[config.mk]
export PLATFORM = sky130hd
export DESIGN_NAME = modport_regfile
export DESIGN_NICKNAME = d
export VERILOG_FILES = /design/src/rtl/modport_regfile.sv
export SDC_FILE = /design/constraint.sdc
export NUM_CORES = 2
export LEC_CHECK = 0
export ABC_CLOCK_PERIOD_IN_PS = 6750
export CORE_MARGIN = 4
export CORE_UTILIZATION = 67
export CTS_BUF_LIST = sky130_fd_sc_hd__clkbuf_16
export CTS_CLUSTER_DIAMETER = 150
export DETAILED_ROUTE_END_ITERATION = 12
export HOLD_SLACK_MARGIN = 0.02
export PLACE_DENSITY = 0.91
export SYNTH_ARGS = -nofsm -noshare
export SYNTH_HDL_FRONTEND = slang
export SYNTH_SLANG_ARGS = --single-unit
[constraint.sdc]
create_clock -name clk -period 6.75 [get_ports clk]
set_clock_uncertainty 0.15 [all_clocks]
set_input_delay 1.35 -clock clk [delete_from_list [all_inputs] [get_ports clk]]
set_output_delay 1.35 -clock clk [all_outputs]
set_load 0.1 [all_outputs]
[src/rtl/modport_regfile.sv]
// Register file with a registered two-operand read port and a gated write-back port.
// Reads are write-first: a same-edge write to a matching nonzero rd_q is forwarded to the operands.
module modport_regfile #(
  parameter int BUS_WIDTH  = 32,
  parameter int ADDR_WIDTH = 15
) (
  input  logic                  clk,
  input  logic                  rst_n,
  input  logic                  rs_addr_valid,
  input  logic [ADDR_WIDTH-1:0] rs1_rs2_rd,
  input  logic                  rs_store,
  input  logic [BUS_WIDTH-1:0]  imme_data,
  input  logic                  rd_wr_en,
  input  logic                  op_done,
  input  logic [BUS_WIDTH-1:0]  rs_data_mux,
  output logic [BUS_WIDTH-1:0]  rs_data,
  output logic [BUS_WIDTH-1:0]  alu_data_out,
  output logic                  alu_data_valid
);

  localparam int AW   = ADDR_WIDTH / 3;
  localparam int NREG = 2 ** AW;

  // Handshake: rs_addr_valid has no ready; each edge it is high is one accepted
  // request, and alu_data_valid is high in exactly the following cycle.
  logic [AW-1:0] rs1_addr;
  logic [AW-1:0] rs2_addr;
  logic [AW-1:0] rd_addr;

  assign rs1_addr = rs1_rs2_rd[AW-1:0];
  assign rs2_addr = rs1_rs2_rd[2*AW-1:AW];
  assign rd_addr  = rs1_rs2_rd[3*AW-1:2*AW];

  logic [BUS_WIDTH-1:0] rf_q [NREG];
  logic [AW-1:0]        rd_q;
  logic [BUS_WIDTH-1:0] rs_data_q;
  logic [BUS_WIDTH-1:0] alu_data_q;
  logic                 valid_q;

  logic                 wr_fire;
  logic                 wr_live;
  logic [AW-1:0]        rd_d;
  logic [BUS_WIDTH-1:0] rs1_val;
  logic [BUS_WIDTH-1:0] rs2_val;
  logic [BUS_WIDTH-1:0] rs_data_d;
  logic [BUS_WIDTH-1:0] alu_data_d;

  assign wr_fire = rd_wr_en & op_done;
  // Writes to entry 0 are dropped, so they must not be forwarded either.
  assign wr_live = wr_fire && (rd_q != '0);

  always_comb begin
    rs1_val = '0;
    rs2_val = '0;
    if (rs1_addr != '0) begin
      rs1_val = (wr_live && (rd_q == rs1_addr)) ? rs_data_mux : rf_q[rs1_addr];
    end
    if (rs2_addr != '0) begin
      rs2_val = (wr_live && (rd_q == rs2_addr)) ? rs_data_mux : rf_q[rs2_addr];
    end
  end

  always_comb begin
    rd_d       = rd_q;
    rs_data_d  = rs_data_q;
    alu_data_d = alu_data_q;
    if (rs_addr_valid) begin
      rd_d       = rd_addr;
      rs_data_d  = rs1_val;
      alu_data_d = rs_store ? imme_data : rs2_val;
    end
  end

  always_ff @(posedge clk or negedge rst_n) begin
    if (!rst_n) begin
      for (int i = 0; i < NREG; i++) begin
        rf_q[i] <= '0;
      end
    end else if (wr_live) begin
      rf_q[rd_q] <= rs_data_mux;
    end
  end

  // The write above consumes the old rd_q; a coincident request only updates it here.
  always_ff @(posedge clk or negedge rst_n) begin
    if (!rst_n) begin
      rd_q       <= '0;
      rs_data_q  <= '0;
      alu_data_q <= '0;
      valid_q    <= 1'b0;
    end else begin
      rd_q       <= rd_d;
      rs_data_q  <= rs_data_d;
      alu_data_q <= alu_data_d;
      valid_q    <= rs_addr_valid;
    end
  end

  assign rs_data        = rs_data_q;
  assign alu_data_out   = alu_data_q;
  assign alu_data_valid = valid_q;

endmodule

Yosys cells after proc, flatten, opt, wreduce, memory -nomap -nowiden
Cells that the tools add are included.
W data, S select, Z words.

word-level totals
  register bits = 1,094
  bits of input ports = 85
  output and inout port bits = 65

operators by class
  magnitude comparators = 4
  eq/ne operators = 2
  mux-type cells = 14
  bitwise gates (word level) = 4
  reductions and logical operators = 7

operators with widths
  kind                  count
  $bwmux W1024          1
  $bmux W32 S5          2
  $mux W32              10
  $demux W32 S5         1
  $ge A6 B6 Y1 const B  3
  $not A5 Y6            3
  $reduce_bool A5 Y1    3
  $eq A5 B5 Y1          2
  $lt A6 B1 Y1 const B  1
  $logic_and A1 B1 Y1   4
  $and A1 B1 Y1         1

Longest topological paths before layout
  depth after elaboration = 7
  gate-level depth with buffers = 10
  depth with buffers taken out = 5

Least setup slack after synthesis
Ideal clock, no wire load.

  path type = input-to-reg
  start = input rs1_rs2_rd[0]
  end = register rs_data_q[0] (netlist: rs_data[0])
  setup time = 138 ps
  arrival = 3,176 ps
  data required time = 6,462 ps
  slack = 3,287 ps
  cell stages on the path = 6
  cell sequence = buf_2 -> buf_1 -> mux4_2 -> mux4_2 -> nand2b_1 -> o211ai_1

on the way
  longest elaborated chain between the ends = 6
  elaborated cells on any way between the ends = 9

ends and longest elaborated chain
  element                                      RTL line  text
  start, declared                              10        input logic [ADDR_WIDTH-1:0] rs1_rs2_rd,
  $not A5 Y6 (not written as such)             56        rs1_val = (wr_live && (rd_q == rs1_addr)) ? rs_data_mux : rf_q[rs1_addr];
  $bmux W32 S5                                 56
  $mux W32 (not written as such) (2 in a row)  56
  $mux W32                                     56
  $mux W32 (*)                                 55        if (rs1_addr != '0) begin
  end signal, assigned                         93        rs_data_q <= rs_data_d;
  end, declared                                36        logic [BUS_WIDTH-1:0] rs_data_q;

Every way passes the cells marked *; elsewhere a longest branch is shown, timed or not. The select of a mux whose other input is x is not followed.
A chain may end at the register's enable or synchronous reset.

Final worst setup path
  start = input rs1_rs2_rd[6]
  end = register alu_data_q[18] (netlist: alu_data_out[18])

on the way
  longest elaborated chain between the ends = 7
  elaborated cells on any way between the ends = 10

ends and longest elaborated chain
  element                                      RTL line  text
  $not A5 Y6 (not written as such)             59        rs2_val = (wr_live && (rd_q == rs2_addr)) ? rs_data_mux : rf_q[rs2_addr];
  $bmux W32 S5                                 59
  $mux W32 (not written as such) (2 in a row)  59
  $mux W32                                     59
  $mux W32 (*)                                 58        if (rs2_addr != '0) begin
  $mux W32 (*)                                 70        alu_data_d = rs_store ? imme_data : rs2_val;
  end signal, assigned                         94        alu_data_q <= alu_data_d;
  end, declared                                37        logic [BUS_WIDTH-1:0] alu_data_q;

Marks and branches as above.

==> results by group <==
Critical path
  – Crit path DAT: 4.60 ns
  – Flop-to-flop setup slack: 3.25 ns
  – Crit path kind: input port to flop
  – Worst Reg2Reg Path Length in Cells: 6
  – Critical Path Sink Type: flop
  – Crit path depth: 7
  – Startpoint Class: input port
  – Crit-path cells: clkdlybuf4s50_1, xor2_1, nor4_2, and3_2, buf_4, a221oi_2, a21oi_1
  – CP top delay family: simple AND/OR/NAND/NOR gates
  – Max incr delay on CP: 0.80 ns
  – CP Buf/Inv Count: 2
  – Max FO, Critical Path: 18
  – Critical path's slowest cell: and3_2
  – Reg-to-Reg End: alu_data_out[18]
  – Required @ worst endpoint: 7.19 ns
  – Reg2reg start: rd_q[2]

Floorplan
  – FP Rows: 106
  – Chip Width: 300.2 µm
  – IO Pins: 150
  – Chip Height: 300.2 µm
  – Full die area: 90140 µm²
  – Core area: 84220 µm²
  – Starting Density: 67.94%

Clocking
  – Clock transition at the registers of the reported paths: 0.06 ns
  – Clk_lat worst skew: 0.70 ns
  – CTS tree: done
  – H-tree levels: 3
  – Post-CTS sizing: 0
  – Post-CTS setup buffer count: 0
  – Cts bufs inserted: 113
  – # hold bufs at CTS: 0
  – Root Buffer Master: clkbuf_16
  – Clock Path Buffers: 3
  – Clock Sinks: 1094

Synth
  – Seq/Total Area, Yosys: 47.84%
  – Syn Inst Count: 3788
  – Synthesized cell area: 57220 µm²
  – Adder-cell area share of the yosys netlist: 0%
  – Post-Syn Nets: 3873
  – Primary FF master, synth: dfrtp_1
  – Number of synthesized flops with an enable pin: 0
  – Unique masters post-synth: 37
  – Synth Register Bits: 1094
  – XOR/XNOR Fraction of Synth Area: 0.1531%
  – Post-synthesis compound-gate area fraction: 3.903%
  – Async SR Flop Fraction: 100.0%
  – Simple-Gate Fraction of Synth Area: 2.725%
  – Synthesis warning total: 0
  – Mux cell area share after synthesis: 42.22%
  – Synth Area per Inst: 15.11 µm²
  – Largest family of logic cells by synthesized area: multiplexers

Placement
  – # port buffers: 149
  – Global placement routability congestion: 0.8215
  – Detailed Place HPWL: 89.14 mm

Pwr
  – Comb power frac: 22.2%
  – Net Sw Frac: 29.42%
  – Clock Power Share: 32.0%
  – PwrDens: 308.4 nW/µm²
  – Leak: 27.81 nW
  – Reg power frac: 45.8%
  – Maximum VDD drop: 0.2400 mV
  – Switching power: 5.715 mW
  – Internal: 13.71 mW

Global routing
  – M2 GR Usage: 56.68%
  – Number of global-route vias before repair: 40040
  – Top Usage Layer GRT: met2
  – Global route overflow: 0
  – Global-route wire length before repair: 253.1 mm
  – Total Routing Usage GR: 37.63%
  – GRT met3 Usage: 12.90%
  – Met1 Track Usage GR: 49.93%
  – Antenna violations before repair: 6
  – Pin count of the biggest net entering global routing: 191

Cells and area
  – Nets: 3782
  – Core Util, Final: 74.78%
  – Fraction of layout cells with a size suffix above 1: 49.66%
  – Area Growth Syn to Fin: 10.06%

Drt
  – Initial DRC count: 5308
  – Vias per Instance: 7.713
  – Routed wire length: 167.3 mm
  – DRT antenna net count: 0
  – DR DRC count: 0
  – First drt pass iteration count: 6
  – Vias: 37990
  – Drt wl/cell: 33.97 µm

Worst hold path
  – Hold WC Path Type: flop to flop
  – Min-delay src: rf_q[1020]
  – Hold Path End: rf_q[1020]
  – Min-Delay Path Depth: 0

STA
  – Final period util: 61.54%
  – RSZ-0062 raised after global routing: false
  – Headroom to the max-slew limit: 7.105%
  – Pins Over Slew Limit: 0
  – Endpoints failing setup: 0
  – Final hold vios: 0
  – Setup TNS Final: 0 ns
  – Tmin final: 4.154 ns
  – FMAX: 240.7 MHz
  – Worst hold slack: 0.2468 ns
  – Worst Tran Pin Value: 1.390 ns

Run status
  – Status: finished, final reports clean

Run
  – Max-Cap Viols: 0
## synth_stat cells (2+ instances only)
cell type | number | area share [%]
a21oi_1 | 65 | 0.57
a21oi_2 | 2 | 0.031
a221oi_1 | 2 | 0.031
a221oi_2 | 30 | 0.79
a22oi_1 | 128 | 1.7
and2_1 | 2 | 0.022
and3_1 | 3 | 0.033
buf_1 | 37 | 0.24
buf_2 | 99 | 0.87
buf_4 | 9 | 0.12
buf_6 | 5 | 0.098
clkbuf_1 | 278 | 1.8
dfrtp_1 | 1094 | 48
mux2_1 | 5 | 0.098
mux2_2 | 1024 | 20
mux2i_1 | 32 | 0.56
mux4_2 | 544 | 21
nand2_1 | 202 | 1.3
nand2b_1 | 36 | 0.39
nand3_1 | 3 | 0.026
nor2_1 | 60 | 0.39
nor2b_1 | 39 | 0.43
o211ai_1 | 34 | 0.45
o21ai_0 | 33 | 0.29
or4_1 | 2 | 0.026
xnor2_1 | 4 | 0.061
xor2_1 | 6 | 0.092
## registers in the layout, indices dropped and copies added (netlist names)
signal / count
alu_data_out: 32
alu_data_valid: 1
rd_q: 5
rf_q: 1024
rs_data: 32
## logic make-up after synthesis
family | Yosys count
AND/OR/NAND/NOR | 352
AO/OA/AOI/OAI | 298
multiplexers | 1605
flip-flops | 1094
XOR/XNOR | 10
buffers and inverters | 429
## cell usage in the layout, fill, tap and decap left out, drive strengths merged, types with 2 or more instances in the layout
| cell type | n |
|---|---|
| nand2b | 36 |
| clkdlybuf4s50 | 140 |
| mux2i | 32 |
| mux4 | 544 |
| o211a | 2 |
| clkbuf | 115 |
| nor3 | 2 |
| or4 | 3 |
| bufinv | 11 |
| clkinvlp | 4 |
| dfrtp | 1094 |
| nor2b | 39 |
| a21oi | 67 |
| a221oi | 32 |
| nand3 | 3 |
| clkinv | 37 |
| o211ai | 34 |
| xnor2 | 4 |
| nor2 | 60 |
| and3 | 3 |
| and2 | 2 |
| a22oi | 128 |
| buf | 82 |
| xor2 | 6 |
| o21ai | 34 |
| inv | 38 |
| diode | 5 |
| mux2 | 1029 |
| nand2 | 202 |
## final cells by class
cell class	count	area (µm²)
flip-flops and latches	1094	27380
repair buffers	222	2247
fillers	4564	21240
multi-input cells	2265	28300
inverters	1	3.754
clock buffers	115	2878
diodes	5	12.51
clock inverters	89	737.0
well taps	1134	1419
## power groups by stage
stage	Combinational (mW)	Sequential [mW]	Clock, mW
after floorplan	2.89	8.95	0
after global placement	4.06	8.74	0
after detailed placement	4.21	8.88	0
after CTS	4.29	8.82	6.22
after global routing	4.56	9.00	6.51
final	4.31	8.90	6.21
## layer usage
layer	vias to the layer above	wire [µm]
met1	19900	58250
met5	-	11
met3	676	22370
met2	3081	77690
met4	2	8961
li1	14320	-
## metrics by stage
step	std cells	cell area [µm²]	power, mW	setup slack, ns
4_1_cts	4920	62960	19.34	2.705
3_3_place_gp	4716	59350	12.80	2.120
2_1_floorplan	3788	57220	11.85	3.287
3_5_place_dp	4716	59350	13.10	2.011
5_1_grt	4923	62970	20.07	2.592
6_report	4925	62980	19.42	2.596
## worst max path at each step
| stage | from | to | slack (ns) |
|---|---|---|---|
| detailed placement | rs1_rs2_rd[6] | alu_data_out[17] | 2.01 |
| global placement | rs1_rs2_rd[6] | alu_data_out[24] | 2.12 |
| global route | rs1_rs2_rd[6] | alu_data_out[18] | 2.59 |
| CTS | rs1_rs2_rd[6] | alu_data_out[18] | 2.71 |
| floorplan | rs1_rs2_rd[0] | rs_data[0] | 3.29 |
| finish | rs1_rs2_rd[6] | alu_data_out[18] | 2.60 |
No activity file was read; power rests on OpenSTA's default activity.
